File: src/rtl/kernel_seidel_2d_udiv_seq.sv
// kernel_seidel_2d_udiv_seq
//   Sequential unsigned restoring divider for the seidel-2d datapath. Splits a
//   flattened index back into quotient (row) and remainder (col), one quotient
//   bit per enabled clock, MSB first, with valid/ready handshakes on both sides.
// Ports
//   clk       rising-edge clock
//   reset     asynchronous active-low reset
//   ce        clock enable; all state frozen when low
//   in_vld    operand pair valid          in_rdy    block can accept operands
//   dividend  unsigned dividend           divisor   unsigned divisor
//   out_vld   result valid                out_rdy   consumer accepts result
//   quotient  unsigned quotient           remainder unsigned remainder
//   div_zero  result came from a zero divisor
module kernel_seidel_2d_udiv_seq #(
   parameter int unsigned DIVIDEND_W = 20,
   parameter int unsigned DIVISOR_W  = 11
) (
   input  logic                  clk,
   input  logic                  reset,
   input  logic                  ce,
   input  logic                  in_vld,
   output logic                  in_rdy,
   input  logic [DIVIDEND_W-1:0] dividend,
   input  logic [DIVISOR_W-1:0]  divisor,
   output logic                  out_vld,
   input  logic                  out_rdy,
   output logic [DIVIDEND_W-1:0] quotient,
   output logic [DIVISOR_W-1:0]  remainder,
   output logic                  div_zero
);

   localparam int unsigned CNT_W = $clog2(DIVIDEND_W + 1);
   localparam logic [CNT_W-1:0] LAST_STEP = CNT_W'(DIVIDEND_W - 1);

   typedef enum logic [1:0] {IDLE, CALC, DONE} state_t;

   state_t                r_state;
   // Holds the dividend on entry; quotient bits shift in from the bottom as
   // dividend bits shift out of the top.
   logic [DIVIDEND_W-1:0] r_work;
   logic [DIVISOR_W-1:0]  r_divisor;
   logic [DIVISOR_W:0]    r_prem;
   logic [CNT_W-1:0]      r_cnt;
   logic                  r_in_rdy;
   logic                  r_out_vld;
   logic [DIVIDEND_W-1:0] r_quotient;
   logic [DIVISOR_W-1:0]  r_remainder;
   logic                  r_div_zero;

   logic [DIVISOR_W:0]    w_shift;
   logic                  w_ge;
   logic [DIVISOR_W:0]    w_prem_nxt;
   logic [DIVIDEND_W-1:0] w_work_nxt;

   // Partial remainder stays below the divisor, so its top bit is only ever
   // set for a zero divisor, where dropping it leaves dividend's low bits.
   assign w_shift    = {r_prem[DIVISOR_W-1:0], r_work[DIVIDEND_W-1]};
   assign w_ge       = (w_shift >= {1'b0, r_divisor});
   assign w_prem_nxt = w_ge ? (w_shift - {1'b0, r_divisor}) : w_shift;
   assign w_work_nxt = {r_work[DIVIDEND_W-2:0], w_ge};

   always_ff @(posedge clk or negedge reset) begin
      if (!reset) begin
         r_state     <= IDLE;
         r_work      <= '0;
         r_divisor   <= '0;
         r_prem      <= '0;
         r_cnt       <= '0;
         r_in_rdy    <= 1'b1;
         r_out_vld   <= 1'b0;
         r_quotient  <= '0;
         r_remainder <= '0;
         r_div_zero  <= 1'b0;
      end else if (ce) begin
         case (r_state)
            IDLE: begin
               if (in_vld) begin
                  r_work    <= dividend;
                  r_divisor <= divisor;
                  r_prem    <= '0;
                  r_cnt     <= '0;
                  r_in_rdy  <= 1'b0;
                  r_state   <= CALC;
               end
            end
            CALC: begin
               r_work <= w_work_nxt;
               r_prem <= w_prem_nxt;
               r_cnt  <= r_cnt + 1'b1;
               if (r_cnt == LAST_STEP) begin
                  r_state     <= DONE;
                  r_out_vld   <= 1'b1;
                  r_quotient  <= w_work_nxt;
                  r_remainder <= w_prem_nxt[DIVISOR_W-1:0];
                  r_div_zero  <= (r_divisor == '0);
               end
            end
            DONE: begin
               if (out_rdy) begin
                  r_state   <= IDLE;
                  r_out_vld <= 1'b0;
                  r_in_rdy  <= 1'b1;
               end
            end
            default: begin
               r_state   <= IDLE;
               r_out_vld <= 1'b0;
               r_in_rdy  <= 1'b1;
            end
         endcase
      end
   end

   assign in_rdy    = r_in_rdy;
   assign out_vld   = r_out_vld;
   assign quotient  = r_quotient;
   assign remainder = r_remainder;
   assign div_zero  = r_div_zero;

endmodule

File: config.mk
export PLATFORM = sky130hd
export DESIGN_NAME = kernel_seidel_2d_udiv_seq
export DESIGN_NICKNAME = d
export VERILOG_FILES = /design/src/rtl/kernel_seidel_2d_udiv_seq.sv
export SDC_FILE = /design/constraint.sdc
export NUM_CORES = 1
export LEC_CHECK = 0
export CAP_MARGIN = 15
export CORE_MARGIN = 3
export CORE_UTILIZATION = 53
export CTS_CLUSTER_SIZE = 10
export DETAILED_ROUTE_END_ITERATION = 8
export GPL_ROUTABILITY_DRIVEN = 0
export PLACE_DENSITY = 0.8
export SLEW_MARGIN = 15
export SYNTH_ARGS = -nofsm -noshare
export SYNTH_HDL_FRONTEND = slang
export SYNTH_SLANG_ARGS = --single-unit
File: constraint.sdc
create_clock -name clk -period 3.1 [get_ports clk]
set_input_delay 0.93 -clock clk [delete_from_list [all_inputs] [get_ports clk]]
set_output_delay 0.93 -clock clk [all_outputs]
set_load 0.02 [all_outputs]
==> results of run 1 <==
[cells in the final DEF, fill, tap and decap left out, types with 8 or more instances in the layout]
| cell | netlist | layout |
|---|---|---|
| sky130_fd_sc_hd__a222oi_1 | 14 | 14 |
| sky130_fd_sc_hd__clkbuf_8 | 0 | 10 |
| sky130_fd_sc_hd__clkdlybuf4s50_1 | 0 | 68 |
| sky130_fd_sc_hd__dfrtp_1 | 82 | 82 |
| sky130_fd_sc_hd__ha_1 | 12 | 12 |
| sky130_fd_sc_hd__inv_1 | 33 | 33 |
| sky130_fd_sc_hd__mux2_2 | 18 | 18 |
| sky130_fd_sc_hd__mux2i_1 | 12 | 12 |
| sky130_fd_sc_hd__nand2_1 | 45 | 45 |
| sky130_fd_sc_hd__nor3_1 | 8 | 8 |
| sky130_fd_sc_hd__o21ai_0 | 35 | 34 |
| sky130_fd_sc_hd__o21ai_1 | 11 | 11 |
[worst max path at each step]
| stage | cells after the start | from | slack (ns) | endpoint |
|---|---|---|---|---|
| 3_5_place_dp | 5 | in_vld | 0.23 | r_prem[7] |
| 2_1_floorplan | 10 | r_work[19] | 0.79 | r_prem[7] |
| 3_3_place_gp | 5 | in_vld | 0.29 | r_prem[7] |
| 5_1_grt | 9 | r_work[19] | 0.22 | remainder[6] |
| 4_1_cts | 9 | r_work[19] | 0.44 | r_prem[6] |
| 6_report | 9 | r_work[19] | 0.43 | r_prem[6] |
[tightest hold or removal path, delay by kind of cell (launching register included)]
kind	cells	cell delay (ns)
AND/OR/NAND/NOR	1	0.04
flip-flops	1	0.35
AO/OA/AOI/OAI	1	0.06
[power breakdown]
group          switching, uW  internal [uW]  total [uW]  leakage (uW)
combinational           1510           1160        2680       0.00116
clock                    369            384         753     0.0000950
sequential               292           1460        1750       0.00108
total                   2180           3010        5180       0.00233
[sequential cells by signal, summed over array words and instances, names as in the netlist]
| signal | count |
|---|---|
| r_cnt | 5 |
| out_vld | 1 |
| div_zero | 1 |
| r_divisor | 11 |
| r_work | 20 |
| r_prem | 11 |
| quotient | 20 |
| remainder | 11 |
| in_rdy | 1 |
| r_state | 2 |
[metal layers]
layer	routed length, um	track usage	share of wire
met5	0	0	0
met4	193	0.0915	0.022
met3	627	0.0521	0.071
met2	4290	0.353	0.48
met1	3750	0.282	0.42
[per-stage QoR]
| step | hold slack (ns) | area (um^2) | cells | setup WS, ns | utilization |
|---|---|---|---|---|---|
| after global routing | 0.523 | 5040 | 549 | 0.220 | 0.683 |
| final | 0.482 | 5040 | 549 | 0.434 | 0.683 |
| after floorplan | 0.450 | 4110 | 384 | 0.794 | - |
| after CTS | 0.489 | 5040 | 549 | 0.444 | 0.683 |
| after global placement | 0.463 | 4850 | 535 | 0.290 | 0.659 |
| after detailed placement | 0.471 | 4850 | 535 | 0.225 | 0.659 |
[logic make-up (layout without fill, tap and decap cells)]
| logic type | after synthesis | after routing | synth area share |
|---|---|---|---|
| AO/OA/AOI/OAI | 98 | 98 | 0.167 |
| XOR/XNOR | 6 | 6 | 0.0128 |
| buffers and inverters | 56 | 122 | 0.0651 |
| flip-flops | 83 | 83 | 0.506 |
| adder cells (fa/ha/maj) | 13 | 13 | 0.0414 |
| multiplexers | 34 | 34 | 0.0932 |
| AND/OR/NAND/NOR | 94 | 94 | 0.115 |
[cell type report]
type,instances,share of cell area
Clock buffer,11,0.0281
Clock inverter,3,0.00795
Inverter,33,0.0246
Multi-Input combinational cell,245,0.352
Sequential cell,83,0.413
Tap cell,99,0.0246
Timing Repair Buffer,75,0.151
==> results.md, run 1 <==
* CP Data Required Time at 3.31 ns
* Total power of the final layout at 5180 uW
* Layout cell share with drive strength beyond 1 at 0.133
* Half-perimeter wire length after placement at 6.33 mm
* Chip Width at 94.1 um
* CTS Root Buffer Type: sky130_fd_sc_hd__clkbuf_8
* Cell leakage power at 0.00233 uW
* Antenna diodes at 0
* Total number of yosys warnings at 0
* Max Clock Freq at 375 MHz
* Top delay family on crit path: simple AND/OR/NAND/NOR gates
* Cell with the most instances after synthesis: sky130_fd_sc_hd__dfrtp_1
* Unrepaired setup endpoints after global routing: no
* Async set or reset register ratio after synthesis at 1.00
* Hold-critical path depth at 2
* Total buffers and inverters traversed by the critical path at 1
* Total routing usage reported by global routing at 0.219
* Share of synthesized area occupied by flip-flops and latches at 0.506
* Area of the core at 0.00737 mm^2
* Number of enable flip-flop cells after synthesis at 0
* VDD IR-drop max at 0.000427 V
* Total clock sinks at 83
* Router iterations before antenna repair at 6
* Post-route fraction of the period consumed by the critical path at 0.860
* Slowest library cell on the worst path: sky130_fd_sc_hd__nor3_4
* Distinct cells, synth at 61
* Multi-input gate area at 0.00177 mm^2
* Number of hold violations in the final report at 0
* Min Clock Period, post-route at 2.67 ns
* Startpoint of the worst hold path: remainder[10]
* Share of Yosys cell area claimed by the top area cell type at 0.499
* Global route overflow at 0
* Number of setup buffers added after CTS at 0
* Leading post-synthesis cells by instance count: sky130_fd_sc_hd__dfrtp_1 (82), sky130_fd_sc_hd__nand2_1 (45), sky130_fd_sc_hd__o21ai_0 (35)
* Die height at 94.1 um
* Starting Density at 0.558
* Number of antenna violations at the first check in global routing at 0
* Total of fill cells in the finished design at 559
* Max-slew violations at 0
* Sink of the worst hold path: remainder[10]
* Post-synthesis net count at 433
* Number of cells produced by synthesis at 384
* Number of buffers inserted during clock tree synthesis at 9
* Largest incremental delay on the critical path at 0.71 ns
* Post-synthesis register bit count at 83
* Area growth from synthesis to layout at 22.5%
* Post-synthesis instance area at 0.00411 mm^2
* Status: completed
* Hold buffer count at CTS at 0
* Clock input transition at the sequential cells of the worst setup and hold paths at 0.08 ns
* Cell taking the most area after synthesis: sky130_fd_sc_hd__dfrtp_1
* Actual slew at the worst max-slew pin at 1.08 ns
* H-tree depth reported by CTS at 3
* Average size of a mapped cell at 10.7 um^2
* Via count of the first global-routing pass at 3231
* Resized Gates After CTS at 0
* Pwr/cell area at 1030 mW/mm^2
* Post-layout net count at 496
* Count of endpoints failing setup in the final report at 0
* Fin Setup TNS at 0 ns
* Crit end category: flop
* Top-Level Pins at 70
* Depth of the worst register-to-register path at 9
* Initial DRC count at 201
* Die outline area at 0.00885 mm^2
* Number of vias in the routed layout at 3153
* Most area-consuming cells after synthesis: sky130_fd_sc_hd__dfrtp_1 (50%), sky130_fd_sc_hd__mux2_2 (4.9%), sky130_fd_sc_hd__o21ai_0 (4.3%), sky130_fd_sc_hd__nand2_1 (4.1%), sky130_fd_sc_hd__ha_1 (3.7%)
* Critical Path Start Type: flop
* FF+latch area at 0.00208 mm^2
* Max-Cap Viols at 0
* Crit-path max FO at 16
* Main flop type after synthesis: sky130_fd_sc_hd__dfrtp_1
* Reg-to-reg critical path startpoint: r_work[19]
* Number of buffers on the longest clock path at 2
* Wire length of the first global-routing pass at 15.1 mm
* Worst reg-to-reg setup slack at 0.43 ns
* CP cell instances: inv_1, ha_1, fa_1, nand2b_2, a21o_2, a211oi_4, nor3_4, mux2i_1, o22ai_1
* Total DRC errors in the routed layout at 0
* DR WL/cell at 16.1 um
* Total routed wirelength at 8.86 mm
* Mean number of vias per cell at 5.74
* Clock latency at the later pin of the worst-skew pair at 0.34 ns
* TritonCTS clock tree: done
* Count of input and output buffers at 69
* Critical setup path kind: flop to flop
* Largest clock skew in the final design at 0.00938 ns
* Capture point of the worst reg-to-reg path: r_prem[6]
* Relative max-transition margin at 0.277
* Number of standard-cell rows in the floorplan at 31
* Data arrival time of the critical path at 2.87 ns
* Maximum number of pins on one net before global-route repair at 45
* Worst Hold Class: flop to flop
* Count of antenna-violating nets left after detailed routing at 0
(Power assumes the default switching activity.)
==> inputs of run 2 (changes only) <==
--- a/config.mk
+++ b/config.mk
@@ -6,6 +6,7 @@
 export NUM_CORES = 1
 export LEC_CHECK = 0
 export CAP_MARGIN = 15
+export CORE_ASPECT_RATIO = 1.1
 export CORE_MARGIN = 3
 export CORE_UTILIZATION = 53
 export CTS_CLUSTER_SIZE = 10
==> results.md, run 2 (synthesis results as in run 1) <==
* Die outline area at 0.00885 mm^2 (about the same)
* Crit end category: flop (unchanged)
* Total clock sinks at 83 (unchanged)
* Area growth from synthesis to layout at 23.2% (was 22.5%)
* Leading cell type in the layout, fill and taps excluded: sky130_fd_sc_hd__dfrtp_1 (unchanged)
* Count of antenna-violating nets left after detailed routing at 0 (unchanged)
* Max-slew violations at 0 (unchanged)
* Layout cell share with drive strength beyond 1 at 0.143 (was 0.133)
* Hold buffer count at CTS at 0 (unchanged)
* Number of antenna violations at the first check in global routing at 0 (unchanged)
* Router iterations before antenna repair at 8 (was 6)
* Global route overflow at 0 (unchanged)
* Number of buffers inserted during clock tree synthesis at 9 (unchanged)
* Status: completed (unchanged)
* Top-Level Pins at 70 (unchanged)
* TritonCTS clock tree: done (unchanged)
* DR WL/cell at 16.2 um (was 16.1 um)
* Clock latency at the later pin of the worst-skew pair at 0.36 ns (was 0.34 ns)
* Cell leakage power at 0.00234 uW (was 0.00233 uW)
* CTS Root Buffer Type: sky130_fd_sc_hd__clkbuf_8 (unchanged)
* Largest clock skew in the final design at 0.0195 ns (was 0.00938 ns)
* Initial DRC count at 225 (was 201)
* Actual slew at the worst max-slew pin at 1.08 ns (about the same)
* CP Data Required Time at 3.33 ns (was 3.31 ns)
* Starting Density at 0.547 (was 0.558)
* Placement-stage worst setup slack at 0.221 ns (was 0.225 ns)
* Max-Cap Viols at 0 (unchanged)
* Total routing usage reported by global routing at 0.213 (was 0.219)
* Number of buffers on the longest clock path at 2 (unchanged)
* VDD IR-drop max at 0.000453 V (was 0.000427 V)
* Area of the core at 0.00751 mm^2 (was 0.00737 mm^2)
* Fin Setup TNS at 0 ns (unchanged)
* Number of standard-cell rows in the floorplan at 33 (was 31)
* Unrepaired setup endpoints after global routing: no (unchanged)
* Number of hold violations in the final report at 0 (unchanged)
* Total DRC errors in the routed layout at 0 (unchanged)
* Half-perimeter wire length after placement at 6.65 mm (was 6.33 mm)
* Count of endpoints failing setup in the final report at 0 (unchanged)
* Via count of the first global-routing pass at 3278 (was 3231)
* Resized Gates After CTS at 0 (unchanged)
* Chip Width at 90.0 um (was 94.1 um)
* Clock input transition at the sequential cells of the worst setup and hold paths at 0.09 ns (was 0.08 ns)
* Antenna diodes at 0 (unchanged)
* Critical Path Start Type: flop (unchanged)
* Count of input and output buffers at 69 (unchanged)
* Final critical-path setup slack at 0.436 ns (was 0.434 ns)
* Total routed wirelength at 9.05 mm (was 8.86 mm)
* Highest-count cells in the layout ignoring fill and taps: sky130_fd_sc_hd__dfrtp_1 (82), sky130_fd_sc_hd__clkdlybuf4s50_1 (68), sky130_fd_sc_hd__nand2_1 (45), sky130_fd_sc_hd__o21ai_0 (34), sky130_fd_sc_hd__inv_1 (33) (unchanged)
* Min Clock Period, post-route at 2.66 ns (was 2.67 ns)
* Post-route fraction of the period consumed by the critical path at 0.859 (was 0.860)
* Data arrival time of the critical path at 2.89 ns (was 2.87 ns)
* Mean number of vias per cell at 5.66 (was 5.74)
* DP Cell Count at 543 (was 535)
* Final design utilization at 0.674 (was 0.683)
* Worst Hold Class: flop to flop (unchanged)
* Critical setup path kind: flop to flop (unchanged)
* Final worst hold slack at 0.483 ns (was 0.482 ns)
* Max Clock Freq at 375 MHz (about the same)
* Crit-path max FO at 16 (unchanged)
* H-tree depth reported by CTS at 3 (unchanged)
* Post-layout net count at 498 (was 496)
* Wire length of the first global-routing pass at 15.2 mm (was 15.1 mm)
* Number of vias in the routed layout at 3164 (was 3153)
* Maximum number of pins on one net before global-route repair at 49 (was 45)
* Pwr/cell area at 1030 mW/mm^2 (about the same)
* Number of setup buffers added after CTS at 0 (unchanged)
* Relative max-transition margin at 0.282 (was 0.277)
* Die height at 98.4 um (was 94.1 um)
* Final std cells w/o fill at 559 (was 549)
[run 2: changes by cell type in the layout (fill, tap and decap cells not counted), moves of 2 or more]
| cell | before | now |
|---|---|---|
| sky130_fd_sc_hd__inv_8 | 0 | 3 |
| sky130_fd_sc_hd__clkinv_4 | 0 | 2 |
| sky130_fd_sc_hd__buf_4 | 5 | 8 |
| sky130_fd_sc_hd__clkinv_2 | 2 | 0 |
[run 2: worst paths after layout]
check / depth (start not counted) / to / from / slack (ns)
worst min register to register: 2 / remainder[9] / remainder[9] / 0.48
worst max register to register: 9 / r_prem[8] / r_work[19] / 0.44
max in group asynchronous: 2 / in_rdy / reset / 1.92
worst min-delay path: 2 / remainder[9] / remainder[9] / 0.48
min in group asynchronous: 1 / remainder[10] / reset / 0.53
worst max-delay path: 9 / r_prem[8] / r_work[19] / 0.44
[run 2: cell type report]
type	count	area [um^2]
clock buffers	9	124
clock inverters	7	76.3
fillers	597	2450
inverters	33	124
multi-input cells	245	1770
flip-flops and latches	83	2080
well taps	105	131
repair buffers	77	761
[run 2: through the flow]
step	area, um^2	power [uW]
2_1_floorplan	4110	3750
3_3_place_gp	4860	4320
3_5_place_dp	4860	4440
4_1_cts	5060	5230
5_1_grt	5060	5610
6_report	5060	5200
[run 2: routing by layer]
metal | part of all wire | routed length (um) | global-route usage
met1 | 0.41 | 3670 | 0.248
met2 | 0.52 | 4710 | 0.377
met5 | 0 | 0 | 0
met3 | 0.047 | 423 | 0.0447
met4 | 0.027 | 245 | 0.0989
[run 2: worst max-delay path, stage by stage (launching register included)]
cell	delay, ns
sky130_fd_sc_hd__dfrtp_1	0.39
sky130_fd_sc_hd__inv_1	0.08
sky130_fd_sc_hd__ha_1	0.19
sky130_fd_sc_hd__fa_1	0.22
sky130_fd_sc_hd__nand2b_2	0.16
sky130_fd_sc_hd__a21o_2	0.22
sky130_fd_sc_hd__a211oi_4	0.09
sky130_fd_sc_hd__nor3_4	0.71
sky130_fd_sc_hd__mux2i_1	0.39
sky130_fd_sc_hd__o21ai_1	0.09
[run 2: power breakdown]
part           leakage [uW]  total (uW)  internal (uW)  switching, uW
combinational       0.00116        2680           1160           1510
clock              0.000103         770            320            450
sequential          0.00108        1760           1460            296
total               0.00234        5200           2940           2260
==> inputs of run 3 (changes only) <==
--- a/config.mk
+++ b/config.mk
@@ -17,3 +17,4 @@
 export SYNTH_ARGS = -nofsm -noshare
 export SYNTH_HDL_FRONTEND = slang
 export SYNTH_SLANG_ARGS = --single-unit
+export TNS_END_PERCENT = 20
==> results of run 3 <==
The final DEF is identical to that of run 2; final timing and power are the same.
